$ cat src/rtl/mlp_input_framer.sv
// -----------------------------------------------------------------------------
// mlp_input_framer
//
// Collects a serial stream of signed integer samples (valid/ready, one sample
// per beat), converts each sample to saturated signed Q11.20, and assembles
// exactly INPUTS samples into a parallel frame for a combinational MLP. A
// complete frame is frozen on frame_out for SETTLE_CYCLES cycles, then offered
// with frame_valid until the consumer asserts frame_ready. Frames that end
// early (err_short) or run long (err_long) are dropped with a one-cycle pulse.
//
// Ports:
//   clk          rising-edge clock
//   rst          synchronous, active-high reset
//   s_valid      input sample valid
//   s_ready      framer can accept a sample (FILL or DRAIN, not in reset)
//   s_data       signed integer sample, IN_WIDTH bits
//   s_last       final sample of the frame
//   frame_out    INPUTS x 32-bit signed Q(31-FRAC_BITS).FRAC_BITS frame
//   frame_valid  frame complete, settled and stable
//   frame_ready  consumer takes the frame (only looked at while frame_valid)
//   err_short    one-cycle pulse: s_last before INPUTS samples
//   err_long     one-cycle pulse: overlong frame drained up to its s_last
//   frame_count  frames delivered, wraps modulo 2^16
// -----------------------------------------------------------------------------
module mlp_input_framer #(
  parameter int INPUTS        = 9,
  parameter int IN_WIDTH      = 16,
  parameter int FRAC_BITS     = 20,
  parameter int SETTLE_CYCLES = 2
) (
  input  logic                       clk,
  input  logic                       rst,
  input  logic                       s_valid,
  output logic                       s_ready,
  input  logic signed [IN_WIDTH-1:0] s_data,
  input  logic                       s_last,
  output logic signed [31:0]         frame_out [0:INPUTS-1],
  output logic                       frame_valid,
  input  logic                       frame_ready,
  output logic                       err_short,
  output logic                       err_long,
  output logic [15:0]                frame_count
);

  localparam int IDX_W  = (INPUTS > 1) ? $clog2(INPUTS) : 1;
  localparam int CNT_W  = (SETTLE_CYCLES > 1) ? $clog2(SETTLE_CYCLES) : 1;
  // Wide enough for the shifted sample and for at least one bit above the
  // 32-bit result, so the overflow test below always has something to inspect.
  localparam int WIDE_W = (IN_WIDTH + FRAC_BITS > 32) ? IN_WIDTH + FRAC_BITS : 33;

  localparam logic [IDX_W-1:0] LAST_IDX = IDX_W'(INPUTS - 1);
  // The SETTLE state is entered with SETTLE_CYCLES-1 and left when it reads 0,
  // so it occupies exactly SETTLE_CYCLES cycles.
  localparam logic [CNT_W-1:0] CNT_LOAD =
    CNT_W'((SETTLE_CYCLES > 0) ? SETTLE_CYCLES - 1 : 0);

  typedef enum logic [1:0] {
    FILL,
    DRAIN,
    SETTLE,
    VALID
  } state_e;

  state_e             state_q, state_d;
  logic [IDX_W-1:0]   idx_q, idx_d;
  logic [CNT_W-1:0]   cnt_q, cnt_d;
  logic               err_short_q, err_short_d;
  logic               err_long_q, err_long_d;
  logic [15:0]        count_q, count_d;
  logic signed [31:0] frame_q [0:INPUTS-1];

  logic               beat;
  logic               wr_en;
  logic signed [WIDE_W-1:0] wide;
  logic signed [31:0] sample_fx;

  // Reset forces s_ready low in the very cycle it is asserted.
  assign s_ready = !rst && ((state_q == FILL) || (state_q == DRAIN));
  assign beat    = s_valid && s_ready;

  // Sign-extend, scale, then clamp to the 32-bit signed range. The value fits
  // when every bit from 31 upward equals the sign bit.
  always_comb begin
    wide = WIDE_W'(s_data) <<< FRAC_BITS;
    if ((wide[WIDE_W-1:31] == '0) || (wide[WIDE_W-1:31] == '1)) begin
      sample_fx = wide[31:0];
    end else if (wide[WIDE_W-1]) begin
      sample_fx = 32'sh8000_0000;
    end else begin
      sample_fx = 32'sh7FFF_FFFF;
    end
  end

  // NOTE: every signal written here gets a default first, so no path through
  // the case leaves it unassigned and no latch is inferred.
  always_comb begin
    state_d     = state_q;
    idx_d       = idx_q;
    cnt_d       = cnt_q;
    err_short_d = 1'b0;
    err_long_d  = 1'b0;
    count_d     = count_q;
    wr_en       = 1'b0;

    case (state_q)
      FILL: begin
        if (beat) begin
          wr_en = 1'b1;
          if (idx_q == LAST_IDX) begin
            idx_d = '0;
            if (!s_last) begin
              state_d = DRAIN;
            end else if (SETTLE_CYCLES == 0) begin
              state_d = VALID;
            end else begin
              state_d = SETTLE;
              cnt_d   = CNT_LOAD;
            end
          end else if (s_last) begin
            // Early s_last: drop the partial frame and start over.
            err_short_d = 1'b1;
            idx_d       = '0;
          end else begin
            idx_d = idx_q + IDX_W'(1);
          end
        end
      end

      DRAIN: begin
        if (beat && s_last) begin
          err_long_d = 1'b1;
          state_d    = FILL;
        end
      end

      SETTLE: begin
        if (cnt_q == '0) begin
          state_d = VALID;
        end else begin
          cnt_d = cnt_q - CNT_W'(1);
        end
      end

      VALID: begin
        if (frame_ready) begin
          count_d = count_q + 16'd1;
          state_d = FILL;
        end
      end

      default: begin
        state_d = FILL;
        idx_d   = '0;
      end
    endcase
  end

  // NOTE: state is updated with non-blocking assignments only, so every
  // register samples the values from before this edge regardless of order.
  always_ff @(posedge clk) begin
    if (rst) begin
      state_q     <= FILL;
      idx_q       <= '0;
      cnt_q       <= '0;
      err_short_q <= 1'b0;
      err_long_q  <= 1'b0;
      count_q     <= '0;
      // NOTE: the frame store is cleared on reset because the consumer sees
      // it directly and a reset must leave frame_out at all zeros.
      for (int i = 0; i < INPUTS; i++) begin
        frame_q[i] <= '0;
      end
    end else begin
      state_q     <= state_d;
      idx_q       <= idx_d;
      cnt_q       <= cnt_d;
      err_short_q <= err_short_d;
      err_long_q  <= err_long_d;
      count_q     <= count_d;
      if (wr_en) begin
        frame_q[idx_q] <= sample_fx;
      end
    end
  end

  assign frame_out   = frame_q;
  assign frame_valid = (state_q == VALID);
  assign err_short   = err_short_q;
  assign err_long    = err_long_q;
  assign frame_count = count_q;

endmodule

$ cat config.mk
export PLATFORM = sky130hd
export DESIGN_NAME = mlp_input_framer
export DESIGN_NICKNAME = d
export VERILOG_FILES = /design/src/rtl/mlp_input_framer.sv
export SDC_FILE = /design/constraint.sdc
export NUM_CORES = 1
export LEC_CHECK = 0
export CORE_MARGIN = 5
export CORE_UTILIZATION = 41
export DETAILED_ROUTE_END_ITERATION = 8
export PLACE_DENSITY = 0.81
export SYNTH_ARGS = -nofsm -noshare
export SYNTH_HDL_FRONTEND = slang
export SYNTH_SLANG_ARGS = --single-unit
$ cat constraint.sdc
create_clock -name clk -period 2.9 [get_ports clk]
set_clock_uncertainty 0.15 [all_clocks]
set_input_delay 0.29 -clock clk [delete_from_list [all_inputs] [get_ports clk]]
set_output_delay 0.29 -clock clk [all_outputs]
set_load 0.01 [all_outputs]
==> impl_results.md, run 1 <==
- Leak: ~3.5 nW
- Die ar.: 18800 sq um
- Largest net degree at the start of global routing: 73
- Total CTS buffers: 17
- Final Util: between 50% and 60%
- Net load switching power: 1.06 mW
- Starting Density: 41.8%
- Dpl ws: slightly below 100 ps
- Clock Sink Count: 142
- Grt total ovfl: 0
- Part of the cycle the worst path needs: 83.0%
- Max incr delay on CP: around 670 ps
- Worst Slack Setup Final: 492 ps
- P per Cell Area: 466 nW/um^2
- Buf+Inv Stages, Crit Path: 0
- Layout cells sized above 1: 6.06%
- P&R area growth vs syn: 42.0%
- DR WL/cell: 18.6 um
- # DRC: 0
- H-tree Lvls: 4
- Crit path max fanout: 11
- Antenna cells: 0
- Sum Neg Setup Slack: 0 ps
- Top cell by count, worst path: or4b_1
- Seq/Total Area, Yosys: about 43%
- DRC marker count from the first detailed-route iteration: around 270
- Clk_lat worst skew: between 400 and 500 ps
- # IOs: 329
- CTS tree: yes
- CP Cell Sequence: or4b_1 -> or4b_1 -> nor2b_4 -> a22o_1
- FP Rows: 46
- Non-Filler Instances: 1091
- Multi-input logic area: 2300 sq um
- ANT nets after route: 0
- Post-synth ARST share: 0%
- Initial antenna violation count: 0
- Cell Area, Placed: 8850 sq um
- Final Hold Fails: 0
- Via count: between 5000 and 6000
- Gr usage total: 20.1%
- Max Root-Sink Buffers: 2
- Slowest-stage cell, CP: or4b_1
- CTS Hold Bufs: 0
- Ys Warns: 0
- Worst vdd ir: 0.307 mV
- Internal power: approximately 3.3 mW
- Resize count post-CTS: 0
- Worst-path clk slew: ~60 ps
- Synthesized instance count: ~700
- Status: completed
- Cell area after synthesis: 6640 sq um
- Detailed Route WL: 20.3 mm
- Design Power: ~4.4 mW
- WP data required: 3050 ps
- Design Area, Final: around 9400 sq um
- GPL Wtd Cong: 0.840
- Worst Path Arrival: 2560 ps
- Mapped Nets: 742
- Predominant post-synthesis flop cell: dfxtp_1
- Nets@finish: 888
- Slew @ Worst Pin: roughly 1100 ps
- PortBufs: 328
- Chip Height: 137 um
- Minimum hold slack: 236 ps
- Sw Share: between 20 and 25%
- Number of synthesized register bits: 142
- Register area: between 2000 and 3000 sq um
- Critical path's top delay family: simple AND/OR/NAND/NOR gates
- First-pass DRT Iterations: 4
- Max-slew violation count: 0
- Fill count: approximately 1400
- DR vias/cell: approximately 5.0
- First-pass GRT wire length: roughly 29 mm
- Sequential power share: 45.2%
- Syn avg cell area: 9.28 sq um
- Final setup vio count: 0
- Vias in the first global route: 5048
- Root Buffer: clkbuf_16
- Final min period: 2410 ps
- Clock network power share: 48.2%
- Logic pwr share: under 10%
- Post-synth EDFFs: 0
- Crit end category: register
- Startpoint types: register
- Number of cells after detailed placement: between 1000 and 1500
- Yosys cell types: between 40 and 50
- Kind of critical path: register to register
- RSZ-0062 raised after global routing: no
- # Max-Cap Violations: 0
- Chip Width: 137 um
- Worst min path class: primary input to register
- Relative slew margins: 27.7%
- Fmax: 415 MHz
- DP Wirelength: between 10 and 15 mm
- Core ar.: 15900 sq um
- Post-CTS Setup Bufs: 0
==> worst paths after layout <==
path	from	to	slack, ps	depth (start not counted)
worst max-delay path	state_q[1]$_SDFFE_PP0P_	frame_out[185]$_SDFFE_PP0P_	490	4
worst min-delay path	rst	err_short$_SDFF_PP0_	240	4
worst max register to register	state_q[1]$_SDFFE_PP0P_	frame_out[185]$_SDFFE_PP0P_	490	4
worst min register to register	frame_out[28]$_SDFFE_PP0P_	frame_out[28]$_SDFFE_PP0P_	300	2
==> placed cells by master (no fill, tap or decap), types with 7 or more instances in the layout <==
cell | synthesis | routed
nor3b_1 | 12 | 12
a21boi_0 | 11 | 11
clkdlybuf4s50_1 | 0 | 327
a21oi_1 | 35 | 35
nand2_1 | 35 | 35
nand3_1 | 8 | 8
buf_4 | 172 | 18
a21o_1 | 11 | 11
clkbuf_16 | 0 | 17
or3_1 | 17 | 17
nor2_1 | 61 | 61
and3_1 | 7 | 7
dfxtp_1 | 142 | 142
a22o_1 | 77 | 77
mux2i_1 | 16 | 16
==> routing by layer <==
layer | vias to the layer above | GRT usage [%] | wire, um
met5 | - | 0 | 0
met4 | 0 | 8.04 | 500
met3 | 35 | 7.09 | 2070
met2 | 248 | 33.6 | 9960
met1 | 2582 | 23.6 | 7730
li1 | 2589 | - | -
==> state kept, by name (all words and copies together), names as in the netlist <==
name,cells
frame_out,117
frame_count,16
idx_q,4
state_q,2
cnt_q,1
err_long,1
err_short,1
==> cell families after synthesis <==
family,Yosys count,synth area share (%)
adder cells (fa/ha/maj),5,0.942
buffers and inverters,225,22.6
multiplexers,16,2.41
AND/OR/NAND/NOR,173,13.6
flip-flops,142,42.8
XOR/XNOR,10,1.32
AO/OA/AOI/OAI,145,16.3
==> cells in the mapped netlist, types with 3 or more instances <==
| cell | n | area [sq um] |
|---|---|---|
| a21boi_0 | 11 | 82.6 |
| a22o_1 | 77 | 674 |
| buf_4 | 172 | 1290 |
| buf_1 | 3 | 11.3 |
| inv_1 | 6 | 22.5 |
| buf_2 | 3 | 15.0 |
| xor2_1 | 5 | 43.8 |
| and4b_1 | 4 | 40.0 |
| a21oi_1 | 35 | 175 |
| nand4_1 | 5 | 31.3 |
| mux2i_1 | 16 | 160 |
| nor3b_1 | 12 | 90.1 |
| nor2_1 | 61 | 229 |
| ha_1 | 5 | 62.6 |
| or4_1 | 3 | 22.5 |
| and3_1 | 7 | 43.8 |
| and2_1 | 3 | 18.8 |
| nand2_1 | 35 | 131 |
| clkbuf_1 | 40 | 150 |
| nand3b_1 | 3 | 22.5 |
| nand3_1 | 8 | 40.0 |
| or3_1 | 17 | 106 |
| dfxtp_1 | 142 | 2840 |
| a21o_1 | 11 | 82.6 |
| and4_1 | 3 | 26.3 |
| xnor2_1 | 5 | 43.8 |
| o21ai_0 | 6 | 30.0 |
==> final cells by class <==
cell class	instances	area share [%]
Clock buffer	19	4.80
Clock inverter	13	1.37
Inverter	6	0.239
Multi-Input combinational cell	349	24.4
Sequential cell	142	30.2
Tap cell	216	2.87
Timing Repair Buffer	346	36.2
==> worst min-delay path: stages <==
cell	delay [ps]
buf_2	100
nor4b_2	40
buf_4	150
and3_1	160
==> power by group through the flow <==
stage | Combinational [mW] | Sequential (mW) | Clock (mW)
6_report | 0.290 | 1.99 | 2.12
4_1_cts | 0.290 | 1.99 | 2.15
3_5_place_dp | 0.289 | 2.03 | 0
2_1_floorplan | 0.139 | 2.04 | 0
3_3_place_gp | 0.285 | 2.03 | 0
5_1_grt | 0.305 | 1.99 | 2.25
Note: power is estimated with default switching activity, not from simulation.
==> run 2: changes to the inputs <==
==> constraint.sdc (replaced) <==
create_clock -name clk -period 2.4 [get_ports clk]
set_clock_uncertainty 0.15 [all_clocks]
set_input_delay 0.24 -clock clk [delete_from_list [all_inputs] [get_ports clk]]
set_output_delay 0.24 -clock clk [all_outputs]
set_load 0.01 [all_outputs]
==> impl_results.md, run 2 (synthesis results as in run 1) <==
- Commonest non-fill, non-tap cell in the layout: clkdlybuf4s50_1
- Sw Share: 24.1% (-0.044 points)
- Gr usage total: 20.8% (+0.67 points)
- Vias in the first global route: 5175 (+2.5%)
- Nets@finish: 912 (+2.7%)
- Critical path's top delay family: flip-flops
- Reg2Reg Launch Point: state_q[1]$_SDFFE_PP0P_
- Total CTS buffers: 17 (unchanged)
- Initial antenna violation count: 0 (unchanged)
- Layout cells sized above 1: 8.57% (+2.5 points)
- Largest net degree at the start of global routing: 73 (unchanged)
- Worst Hold Launch: rst
- Worst Path Arrival: 1850 ps (-710 ps)
- Commonest non-fill, non-tap cells in the layout: clkdlybuf4s50_1, dfxtp_1, a22o_1
- Net load switching power: 1.28 mW (+21%)
- Fmax: 446 MHz
- Design Power: 5.32 mW (+21%)
- CTS Hold Bufs: 0 (unchanged)
- Crit path max fanout: 21 (+10)
- Max reg flops: 117 (unchanged)
- Clk_lat worst skew: 420 ps (about the same)
- Die ar.: 18800 sq um (unchanged)
- Status: completed
- Starting Density: 41.8% (unchanged)
- Worst min path class: primary input to register
- Relative slew margins: 33.5% (+5.8 points)
- CP Cell Sequence: clkdlybuf4s50_1
- Via count: 5547 (+1.7%)
- Chip Height: 137 um (unchanged)
- DRC marker count from the first detailed-route iteration: 268 (+0.75%)
- Final Hold Fails: 0 (unchanged)
- Sequential power share: 45.1% (about the same)
- Worst setup path start: frame_out[179]$_SDFFE_PP0P_
- Crit end category: output port
- # DRC: 0 (unchanged)
- DR WL/cell: 18.5 um (-0.50%)
- Chip Width: 137 um (unchanged)
- Final Util: 60.6% (+1.3 points)
- Max incr delay on CP: 750 ps (+80 ps)
- DP Wirelength: 15.0 mm (+3.2%)
- ANT nets after route: 0 (unchanged)
- First-pass GRT wire length: 30.2 mm (+3.3%)
- Clock network power share: 48.1% (about the same)
- Worst vdd ir: 0.475 mV (+55%)
- Leak: 3.64 nW (+3.9%)
- Final setup vio count: 0 (unchanged)
- Sum Neg Setup Slack: 0 ps (unchanged)
- DR vias/cell: 4.97 (-0.48%)
- Cell Area, Placed: 9050 sq um (+2.3%)
- RSZ-0062 raised after global routing: no
- Design Area, Final: 9630 sq um (+2.2%)
- P per Cell Area: 552 nW/um^2 (+18%)
- Max-slew violation count: 0 (unchanged)
- Core ar.: 15900 sq um (unchanged)
- Final min period: 2240 ps
- Startpoint types: register
- Resize count post-CTS: 0 (unchanged)
- Logic pwr share: 6.8% (+0.2 points)
- P&R area growth vs syn: 45.0%
- Slowest-stage cell, CP: dfxtp_1
- Part of the cycle the worst path needs: 93.4%
- GPL Wtd Cong: 0.852 (+1.4%)
- FP Rows: 46 (unchanged)
- Detailed Route WL: 20.6 mm (+1.7%)
- # Max-Cap Violations: 0 (unchanged)
- H-tree Lvls: 4 (unchanged)
- Worst-path clk slew: 60 ps (about the same)
- WP data required: 2010 ps (-1040 ps)
- First-pass DRT Iterations: 5 (+1)
- Buf+Inv Stages, Crit Path: 1 (+1)
- Root Buffer: clkbuf_16
- Clock Sink Count: 142 (unchanged)
- # IOs: 329 (unchanged)
- CTS tree: yes
- Internal power: 4.04 mW (+21%)
- Kind of critical path: register to output port
- Grt total ovfl: 0 (unchanged)
- PortBufs: 328 (unchanged)
- Post-CTS Setup Bufs: 0 (unchanged)
- Slew @ Worst Pin: 994 ps (-86.7 ps)
- Max Root-Sink Buffers: 2 (unchanged)
- Antenna cells: 0 (unchanged)
run 2: changes by cell type in the layout (fill, tap and decap cells not counted), sizes merged:
cell / previous run / this run
buf: 19 / 43
clkinv: 2 / 6
clkinvlp: 4 / 1
inv: 12 / 11
run 2: routing by layer:
metal	up-vias	global-route usage (%)	part of all wire [%]
li1	2631	-	-
met1	2623	23.6	38
met2	252	35.8	50
met3	41	7.30	9.6
met4	0	8.04	2.7
met5	-	0	0
run 2: power by group through the flow:
stage | logic, mW | registers (mW) | clock network, mW
finish | 0.364 | 2.40 | 2.56
CTS | 0.364 | 2.40 | 2.60
detailed placement | 0.364 | 2.45 | 0
floorplan | 0.169 | 2.46 | 0
global placement | 0.359 | 2.45 | 0
global route | 0.386 | 2.40 | 2.72
run 2: layout make-up:
| cell class | count | area, sq um |
|---|---|---|
| Fill cell | 1353 | 6250 |
| Timing Repair Buffer | 370 | 3620 |
| Sequential cell | 142 | 2840 |
| Multi-Input combinational cell | 349 | 2300 |
| Clock buffer | 19 | 453 |
| Tap cell | 216 | 270 |
| Clock inverter | 13 | 129 |
| Inverter | 6 | 22.5 |
run 2: metrics by stage:
stage,std cells,worst slack (ps),hold slack (ps)
after CTS,1115,112,180
after detailed placement,1083,-185,297
after global placement,1083,-155,292
after global routing,1115,29.5,190
after floorplan,716,55.0,233
final,1115,159,198
run 2: final timing paths:
| kind | depth (start not counted) | slack, ps | endpoint |
|---|---|---|---|
| min | 4 | 200 | err_short$_SDFF_PP0_ |
| max | 1 | 160 | frame_out[176] |
| min reg2reg | 2 | 300 | frame_out[21]$_SDFFE_PP0P_ |
| max reg2reg | 4 | 180 | frame_out[188]$_SDFFE_PP0P_ |
